<file path="config.mk">
export PLATFORM = sky130hd
export DESIGN_NAME = mult_dot_accumulator
export DESIGN_NICKNAME = d
export VERILOG_FILES = /design/src/rtl/mult_pkg.sv /design/src/rtl/ready_edge_detect.sv /design/src/rtl/mult_dot_accumulator.sv
export SDC_FILE = /design/constraint.sdc
export NUM_CORES = 1
export LEC_CHECK = 0
export CORE_MARGIN = 2
export CORE_UTILIZATION = 55
export DETAILED_ROUTE_END_ITERATION = 16
export GPL_TIMING_DRIVEN = 1
export PLACE_DENSITY = 0.84
export SYNTH_ARGS = -nofsm -noshare
export SYNTH_HDL_FRONTEND = slang
export SYNTH_SLANG_ARGS = --single-unit
</file>
<file path="constraint.sdc">
create_clock -name clk -period 5.4 [get_ports clk]
set_input_delay 1.35 -clock clk [delete_from_list [all_inputs] [get_ports clk]]
set_output_delay 1.35 -clock clk [all_outputs]
set_load 0.01 [all_outputs]
</file>
<file path="src/rtl/mult_pkg.sv">
// -----------------------------------------------------------------------------
// mult_pkg
// Shared definitions for the sequential multiplier and its downstream
// dot-product accumulator: accumulator state encoding, the default operand
// width and the derived product width.
// -----------------------------------------------------------------------------
package mult_pkg;

    // Multiplier operand width shared by the multiplier and its consumers.
    localparam int L_WORD_DEF = 4;

    // Products are twice the operand width.
    function automatic int prod_width(input int l_word);
        return 2 * l_word;
    endfunction

    localparam int PROD_W_DEF = prod_width(L_WORD_DEF);

    // Accumulator FSM: ACCUM sums products, HOLD presents a finished result.
    typedef enum logic {
        ACCUM = 1'b0,
        HOLD  = 1'b1
    } acc_state_e;

endpackage : mult_pkg

</file>
<file path="src/rtl/ready_edge_detect.sv">
// -----------------------------------------------------------------------------
// ready_edge_detect
// Turns the multiplier's level Ready flag into a one-cycle completion strobe.
// The history register resets to 1 so that a Ready held high through reset
// (the multiplier's idle/reset state) is never mistaken for a completion.
//
// Ports:
//   clk      in  : clock, rising edge
//   rst      in  : synchronous active-high reset
//   ready_i  in  : multiplier Ready flag
//   cmpl_o   out : high for the cycle in which Ready is first seen high
// -----------------------------------------------------------------------------
module ready_edge_detect (
    input  logic clk,
    input  logic rst,
    input  logic ready_i,
    output logic cmpl_o
);

    logic rdy_q;

    // NOTE: state registers use non-blocking assignments so every flop samples
    // pre-edge values regardless of process evaluation order.
    always_ff @(posedge clk) begin
        if (rst) begin
            rdy_q <= 1'b1;
        end else begin
            rdy_q <= ready_i;
        end
    end

    assign cmpl_o = ready_i & ~rdy_q;

endmodule : ready_edge_detect

</file>
<file path="src/rtl/mult_dot_accumulator.sv">
// -----------------------------------------------------------------------------
// mult_dot_accumulator
// Sums N_TERMS consecutive multiplier products into a dot-product result and
// presents it on a valid/ack handshake. A one-entry pending buffer absorbs a
// product that completes while the previous result is still waiting for ack,
// so the multiplier never stalls.
//
// Ports:
//   clk            in  : clock, rising edge
//   rst            in  : synchronous active-high reset
//   Ready          in  : multiplier ready flag (0->1 marks a completed product)
//   final_product  in  : multiplier result, valid when Ready is first seen high
//   clear          in  : synchronous abort of the current accumulation
//   acc_ack        in  : consumer accepts acc_out
//   acc_out        out : dot-product result, stable while acc_valid
//   acc_valid      out : result available
//   term_count     out : products accumulated in the current sum
//   overflow       out : sticky, accumulator wrapped
//   overrun        out : sticky, a product was dropped
//   busy           out : term_count != 0 or acc_valid
// -----------------------------------------------------------------------------
module mult_dot_accumulator
    import mult_pkg::*;
#(
    parameter int L_WORD  = L_WORD_DEF,
    parameter int N_TERMS = 4,
    parameter int ACC_W   = 10,
    parameter int CNT_W   = 8
) (
    input  logic                  clk,
    input  logic                  rst,
    input  logic                  Ready,
    input  logic [2*L_WORD-1:0]   final_product,
    input  logic                  clear,
    input  logic                  acc_ack,
    output logic [ACC_W-1:0]      acc_out,
    output logic                  acc_valid,
    output logic [CNT_W-1:0]      term_count,
    output logic                  overflow,
    output logic                  overrun,
    output logic                  busy
);

    localparam int PROD_W = prod_width(L_WORD);
    localparam int SUM_W  = ACC_W + 1;

    logic cmpl;

    ready_edge_detect u_ready_edge (
        .clk     (clk),
        .rst     (rst),
        .ready_i (Ready),
        .cmpl_o  (cmpl)
    );

    acc_state_e        state_q, state_d;
    logic [ACC_W-1:0]  acc_q, acc_d;
    logic [CNT_W-1:0]  cnt_q, cnt_d;
    logic [PROD_W-1:0] pend_q, pend_d;
    logic              pend_v_q, pend_v_d;
    logic              ovf_q, ovf_d;
    logic              ovr_q, ovr_d;

    // One shared adder. In ACCUM it extends the running sum; on an ack in
    // HOLD it seeds the next sum from the pending entry instead.
    logic [ACC_W-1:0] add_a, add_b;
    logic [SUM_W-1:0] sum;
    logic [CNT_W-1:0] cnt_inc;

    assign add_a   = (state_q == HOLD) ? (pend_v_q ? ACC_W'(pend_q) : '0) : acc_q;
    assign add_b   = cmpl ? ACC_W'(final_product) : '0;
    assign sum     = {1'b0, add_a} + {1'b0, add_b};
    assign cnt_inc = cnt_q + CNT_W'(1);

    always_comb begin
        // NOTE: every next-state signal gets a default first so no path through
        // the case/if tree leaves one unassigned and infers a latch.
        state_d  = state_q;
        acc_d    = acc_q;
        cnt_d    = cnt_q;
        pend_d   = pend_q;
        pend_v_d = pend_v_q;
        ovf_d    = ovf_q;
        ovr_d    = ovr_q;

        if (clear) begin
            // A completion in the same cycle is discarded along with the sum.
            state_d  = ACCUM;
            acc_d    = '0;
            cnt_d    = '0;
            pend_v_d = 1'b0;
            ovf_d    = 1'b0;
            ovr_d    = 1'b0;
        end else begin
            unique case (state_q)
                ACCUM: begin
                    if (cmpl) begin
                        acc_d = sum[ACC_W-1:0];
                        cnt_d = cnt_inc;
                        if (sum[ACC_W]) begin
                            ovf_d = 1'b1;
                        end
                        if (cnt_inc == CNT_W'(N_TERMS)) begin
                            state_d = HOLD;
                        end
                    end
                end
                HOLD: begin
                    if (acc_ack) begin
                        // Pending product and a simultaneous completion both
                        // start the next sum; N_TERMS >= 3 so this never
                        // completes a sum on its own.
                        state_d  = ACCUM;
                        acc_d    = sum[ACC_W-1:0];
                        cnt_d    = CNT_W'(pend_v_q) + CNT_W'(cmpl);
                        pend_v_d = 1'b0;
                        if (sum[ACC_W]) begin
                            ovf_d = 1'b1;
                        end
                    end else if (cmpl) begin
                        if (!pend_v_q) begin
                            pend_d   = final_product;
                            pend_v_d = 1'b1;
                        end else begin
                            ovr_d = 1'b1;
                        end
                    end
                end
                default: state_d = ACCUM;
            endcase
        end
    end

    always_ff @(posedge clk) begin
        if (rst) begin
            state_q  <= ACCUM;
            acc_q    <= '0;
            cnt_q    <= '0;
            pend_q   <= '0;
            pend_v_q <= 1'b0;
            ovf_q    <= 1'b0;
            ovr_q    <= 1'b0;
        end else begin
            state_q  <= state_d;
            acc_q    <= acc_d;
            cnt_q    <= cnt_d;
            pend_q   <= pend_d;
            pend_v_q <= pend_v_d;
            ovf_q    <= ovf_d;
            ovr_q    <= ovr_d;
        end
    end

    assign acc_out    = acc_q;
    assign acc_valid  = (state_q == HOLD);
    assign term_count = cnt_q;
    assign overflow   = ovf_q;
    assign overrun    = ovr_q;
    assign busy       = (cnt_q != '0) | acc_valid;

endmodule : mult_dot_accumulator

</file>
==> tab_implementation.tex <==
\begin{tabular}{lr}
\hline
Metric & Value \\
\hline
\multicolumn{2}{l}{\textbf{Cells and area}} \\
\quad Fill cell instance count of the final layout & approximately 300 \\
\quad Final nets & 284 \\
\quad Post-route non-filler standard cell count & $\sim$300 \\
\quad Proportion of layout cells with a drive suffix above 1 & 6.15\% \\
\quad Footprint of the flip-flops and latches & 621 um\^{}2 \\
\quad Layout area overhead & 20.6\% \\
\quad Multi-input gate area in the final layout & around 1100 um\^{}2 \\
\quad Antenna Cells & 0 \\
\multicolumn{2}{l}{\textbf{Clock tree}} \\
\quad Clk buf depth & 2 \\
\quad Number of CTS-inserted buffers & 5 \\
\quad Clk slew on worst S/H paths & 0.11 ns \\
\quad Clk\_lat worst skew & 0.35 ns \\
\quad \# clock sinks & 31 \\
\quad Clock tree root driver cell & sky130\_fd\_sc\_hd\_\_clkbuf\_4 \\
\quad Level count of the clock H-tree & 2 \\
\quad Number of gates resized after cts & 0 \\
\quad Post-CTS Setup Bufs & 0 \\
\quad Clock tree from TritonCTS & built \\
\quad Hold buffer count at CTS & 0 \\
\multicolumn{2}{l}{\textbf{STA}} \\
\quad Post-Route Setup TNS & 0 ns \\
\quad Worst-case hold slack & $\sim$0.47 ns \\
\quad Setup repair after global routing missed its margin & no \\
\quad Tmin final & roughly 3.7 ns \\
\quad Relative slew margins & 30.9\% \\
\quad Fin crit share & between 60 and 70\% \\
\quad Slew of the pin with the lowest slew margin & between 1 and 1.5 ns \\
\quad Fin. Hold Viols & 0 \\
\quad Highest clock frequency the design can meet & 268 MHz \\
\quad Total of endpoints with negative setup slack in the final report & 0 \\
\quad Number of max-slew violations in the final report & 0 \\
\quad Final clock skew & 0.0175 ns \\
\multicolumn{2}{l}{\textbf{Logic synthesis}} \\
\quad Net count after synthesis & 255 \\
\quad Fraction of registers with async set/reset & 0\% \\
\quad Warning count from the yosys run & 0 \\
\quad Instance count of the mapped netlist & 230 \\
\quad Number of synthesized register bits & 31 \\
\quad Most frequently used flop master after synthesis & sky130\_fd\_sc\_hd\_\_dfxtp\_1 \\
\quad Sequential element share of the synthesized area & about a third \\
\quad Fraction of synthesized cell area taken by the top area cell type & 33.2\% \\
\quad Post-synth EDFFs & 0 \\
\quad Number of distinct standard cells referenced by the synthesized netlist & 45 \\
\quad Cell area after synthesis & 1870 um\^{}2 \\
\quad Cells taking the most area after synthesis & sky130\_fd\_sc\_hd\_\_dfxtp\_1 33\%, sky130\_fd\_sc\_hd\_\_ha\_1 7.4\%, sky130\_fd\_sc\_hd\_\_mux2i\_1 5.9\% \\
\quad Synthesized area per cell & 8.12 um\^{}2 \\
\quad Library cell with the largest summed area after synthesis & sky130\_fd\_sc\_hd\_\_dfxtp\_1 \\
\multicolumn{2}{l}{\textbf{Setup path}} \\
\quad Crit start category & input pin \\
\quad Crit. path cell count & 12 \\
\quad Cell type group with the largest total delay on the critical path & buffers and inverters \\
\quad Depth of the most critical reg-to-reg path & 11 \\
\quad Cell-by-cell trace of the critical path & clkdlybuf4s50\_1 > nand2b\_1 > inv\_2 > and2\_1 > ha\_1 > inv\_1 > fa\_1 > inv\_1 > a21o\_1 > a221o\_1 > a41oi\_2 > o41ai\_1 \\
\quad Start-to-end type of the worst setup path & input pin to register \\
\quad CP dominant cell by count & sky130\_fd\_sc\_hd\_\_inv\_1 \\
\quad CP required & 5.66 ns \\
\quad Critical-path maximum fanout & 16 \\
\quad Critical Path Sink Type & register \\
\quad Slowest library cell on the worst path & sky130\_fd\_sc\_hd\_\_clkdlybuf4s50\_1 \\
\quad Highest cell delay on the worst timing path & 0.47 ns \\
\quad Count of buffer and inverter cells on the critical path & 4 \\
\quad Arrival time reported for the critical path endpoint & 3.99 ns \\
\multicolumn{2}{l}{\textbf{Job}} \\
\quad Maximum capacitance violations & 0 \\
\multicolumn{2}{l}{\textbf{Routing}} \\
\quad First-pass iteration count of the detailed router & 4 \\
\quad Total via count after detailed routing & 1698 \\
\quad DRC & 0 \\
\quad Count of antenna-violating nets left after detailed routing & 0 \\
\quad Wire length after detailed routing & 4.08 mm \\
\quad Number of DRC violations after detailed-routing iteration 0 & 134 \\
\quad Post-DR wirelength/cell & roughly 13 um \\
\quad DR vias/cell & $\sim$5.5 \\
\multicolumn{2}{l}{\textbf{Die}} \\
\quad Overall die width & 62.3 um \\
\quad Number of primary I/O pins & 35 \\
\quad Starting utilization of the core area & around 56\% \\
\quad Core Area & 3310 um\^{}2 \\
\quad Area of the die & 3880 um\^{}2 \\
\quad Vertical extent of the die & 62.3 um \\
\quad Site Rows & 21 \\
\multicolumn{2}{l}{\textbf{Run status}} \\
\quad Status & complete, no violations \\
\multicolumn{2}{l}{\textbf{GRT}} \\
\quad Global router's overall resource usage & between 20\% and 30\% \\
\quad Total global routing overflow & 0 \\
\quad Wire length of the first global-routing pass & 7.22 mm \\
\quad Antenna violations before repair & 0 \\
\quad Number of global-route vias before repair & 1649 \\
\quad Maximum number of pins on one net before global-route repair & 21 \\
\multicolumn{2}{l}{\textbf{Pwr}} \\
\quad Leakage & 0.950 nW \\
\quad Maximum vdd ir drop & 124 uV \\
\quad Final total power & 0.398 mW \\
\quad Power per cell area & between 150 and 200 nW/um\^{}2 \\
\multicolumn{2}{l}{\textbf{Placed design}} \\
\quad Final Wtd Congestion & 0.852 \\
\quad Placed instance count & 298 \\
\quad Post-DP HPWL & 2.96 mm \\
\quad Quantity of I/O buffers inserted on ports & 34 \\
\multicolumn{2}{l}{\textbf{Worst hold path}} \\
\quad Path type of the worst min-delay path & register to register \\
\quad Worst hold path cell count & 2 \\
\hline
\end{tabular}
==> tightest hold or removal path: stages, from the launching register on <==
cell	delay, ns
sky130_fd_sc_hd__dfxtp_1	0.33
sky130_fd_sc_hd__inv_1	0.06
sky130_fd_sc_hd__o41ai_1	0.07
==> synthesized netlist by cell type, types with 2 or more instances <==
cell and instances:
sky130_fd_sc_hd__dfxtp_1 31, sky130_fd_sc_hd__nor2_1 24, sky130_fd_sc_hd__nand2_1 21, sky130_fd_sc_hd__inv_1 16, sky130_fd_sc_hd__nand3_1 14, sky130_fd_sc_hd__o21ai_0 13, sky130_fd_sc_hd__a21oi_1 12, sky130_fd_sc_hd__ha_1 11
sky130_fd_sc_hd__mux2i_1 11, sky130_fd_sc_hd__and2_1 8, sky130_fd_sc_hd__a21o_1 6, sky130_fd_sc_hd__nand2b_1 5, sky130_fd_sc_hd__xnor2_1 5, sky130_fd_sc_hd__a211oi_1 4, sky130_fd_sc_hd__buf_2 4, sky130_fd_sc_hd__clkbuf_1 4
sky130_fd_sc_hd__xor2_1 4, sky130_fd_sc_hd__nor4b_1 3, sky130_fd_sc_hd__a22oi_1 2, sky130_fd_sc_hd__a311oi_1 2, sky130_fd_sc_hd__a31oi_1 2, sky130_fd_sc_hd__buf_1 2, sky130_fd_sc_hd__buf_6 2, sky130_fd_sc_hd__o22ai_1 2
sky130_fd_sc_hd__or2_2 2
==> cells by family (layout without fill, tap and decap cells) <==
kind of cell | Yosys count | in the layout | share of synthesized area (%)
simple gates | 83 | 83 | 21.8
mux | 11 | 11 | 5.89
xor+xnor | 9 | 9 | 4.22
compound gates | 54 | 54 | 19.1
flops | 31 | 31 | 33.2
buf+inv | 30 | 60 | 7.30
fa+ha+maj | 12 | 12 | 8.44
==> cells in the final DEF, fill, tap and decap left out, drive strengths merged, types with 3 or more instances in the layout <==
master,instances
a211oi,4
a21o,6
a21oi,12
and2,8
clkbuf,5
clkdlybuf4s50,34
clkinv,3
dfxtp,31
ha,11
inv,17
mux2i,11
nand2,21
nand2b,5
nand3,14
nor2,24
nor4b,3
o21ai,15
xnor2,5
xor2,4
==> final cells by class <==
class	instances	share of cell area (%)
multi-input combinational	169	49.3
sequential	31	27.5
timing repair buffer	35	15.4
inverter	17	2.83
tap	46	2.55
clock buffer	5	1.67
clock inverter	3	0.666
==> flip-flops by register name (all words and copies together), names as in the netlist <==
signal              cells
pend_q                  8
acc_valid               1
acc_out                10
overflow                1
overrun                 1
u_ready_edge.rdy_q      1
pend_v_q                1
term_count              8
==> through the flow <==
stage | worst slack [ns] | area, um^2 | utilization (%)
after CTS | 1.68 | 2250 | 68.1
final | 1.67 | 2250 | 68.1
after detailed placement | 1.31 | 2200 | 66.5
after floorplan | 1.93 | 1870 | -
after global routing | 1.39 | 2250 | 68.1
after global placement | 1.40 | 2200 | 66.5
==> final timing paths <==
| kind | to | slack [ns] | startpoint |
|---|---|---|---|
| worst min register to register | overflow$_SDFFE_PP0P_ | 0.47 | acc_out[9]$_SDFFE_PP0P_ |
| worst max-delay path | overflow$_SDFFE_PP0P_ | 1.67 | Ready |
| worst min-delay path | overflow$_SDFFE_PP0P_ | 0.47 | acc_out[9]$_SDFFE_PP0P_ |
| worst max register to register | overflow$_SDFFE_PP0P_ | 2.51 | acc_valid$_SDFF_PP0_ |
==> report_power, final <==
group          total [mW]  switching (mW)  internal [mW]
combinational      0.0345          0.0181         0.0164
sequential          0.231        0.000954          0.230
clock               0.132          0.0840         0.0484
total               0.398           0.103          0.295
==> routing by layer <==
layer	wire length, um	GRT usage [%]
met4	77	14.7
met3	214	5.07
met5	0	0
met2	1870	36.4
met1	1920	29.0
(Power assumes the default switching activity.)
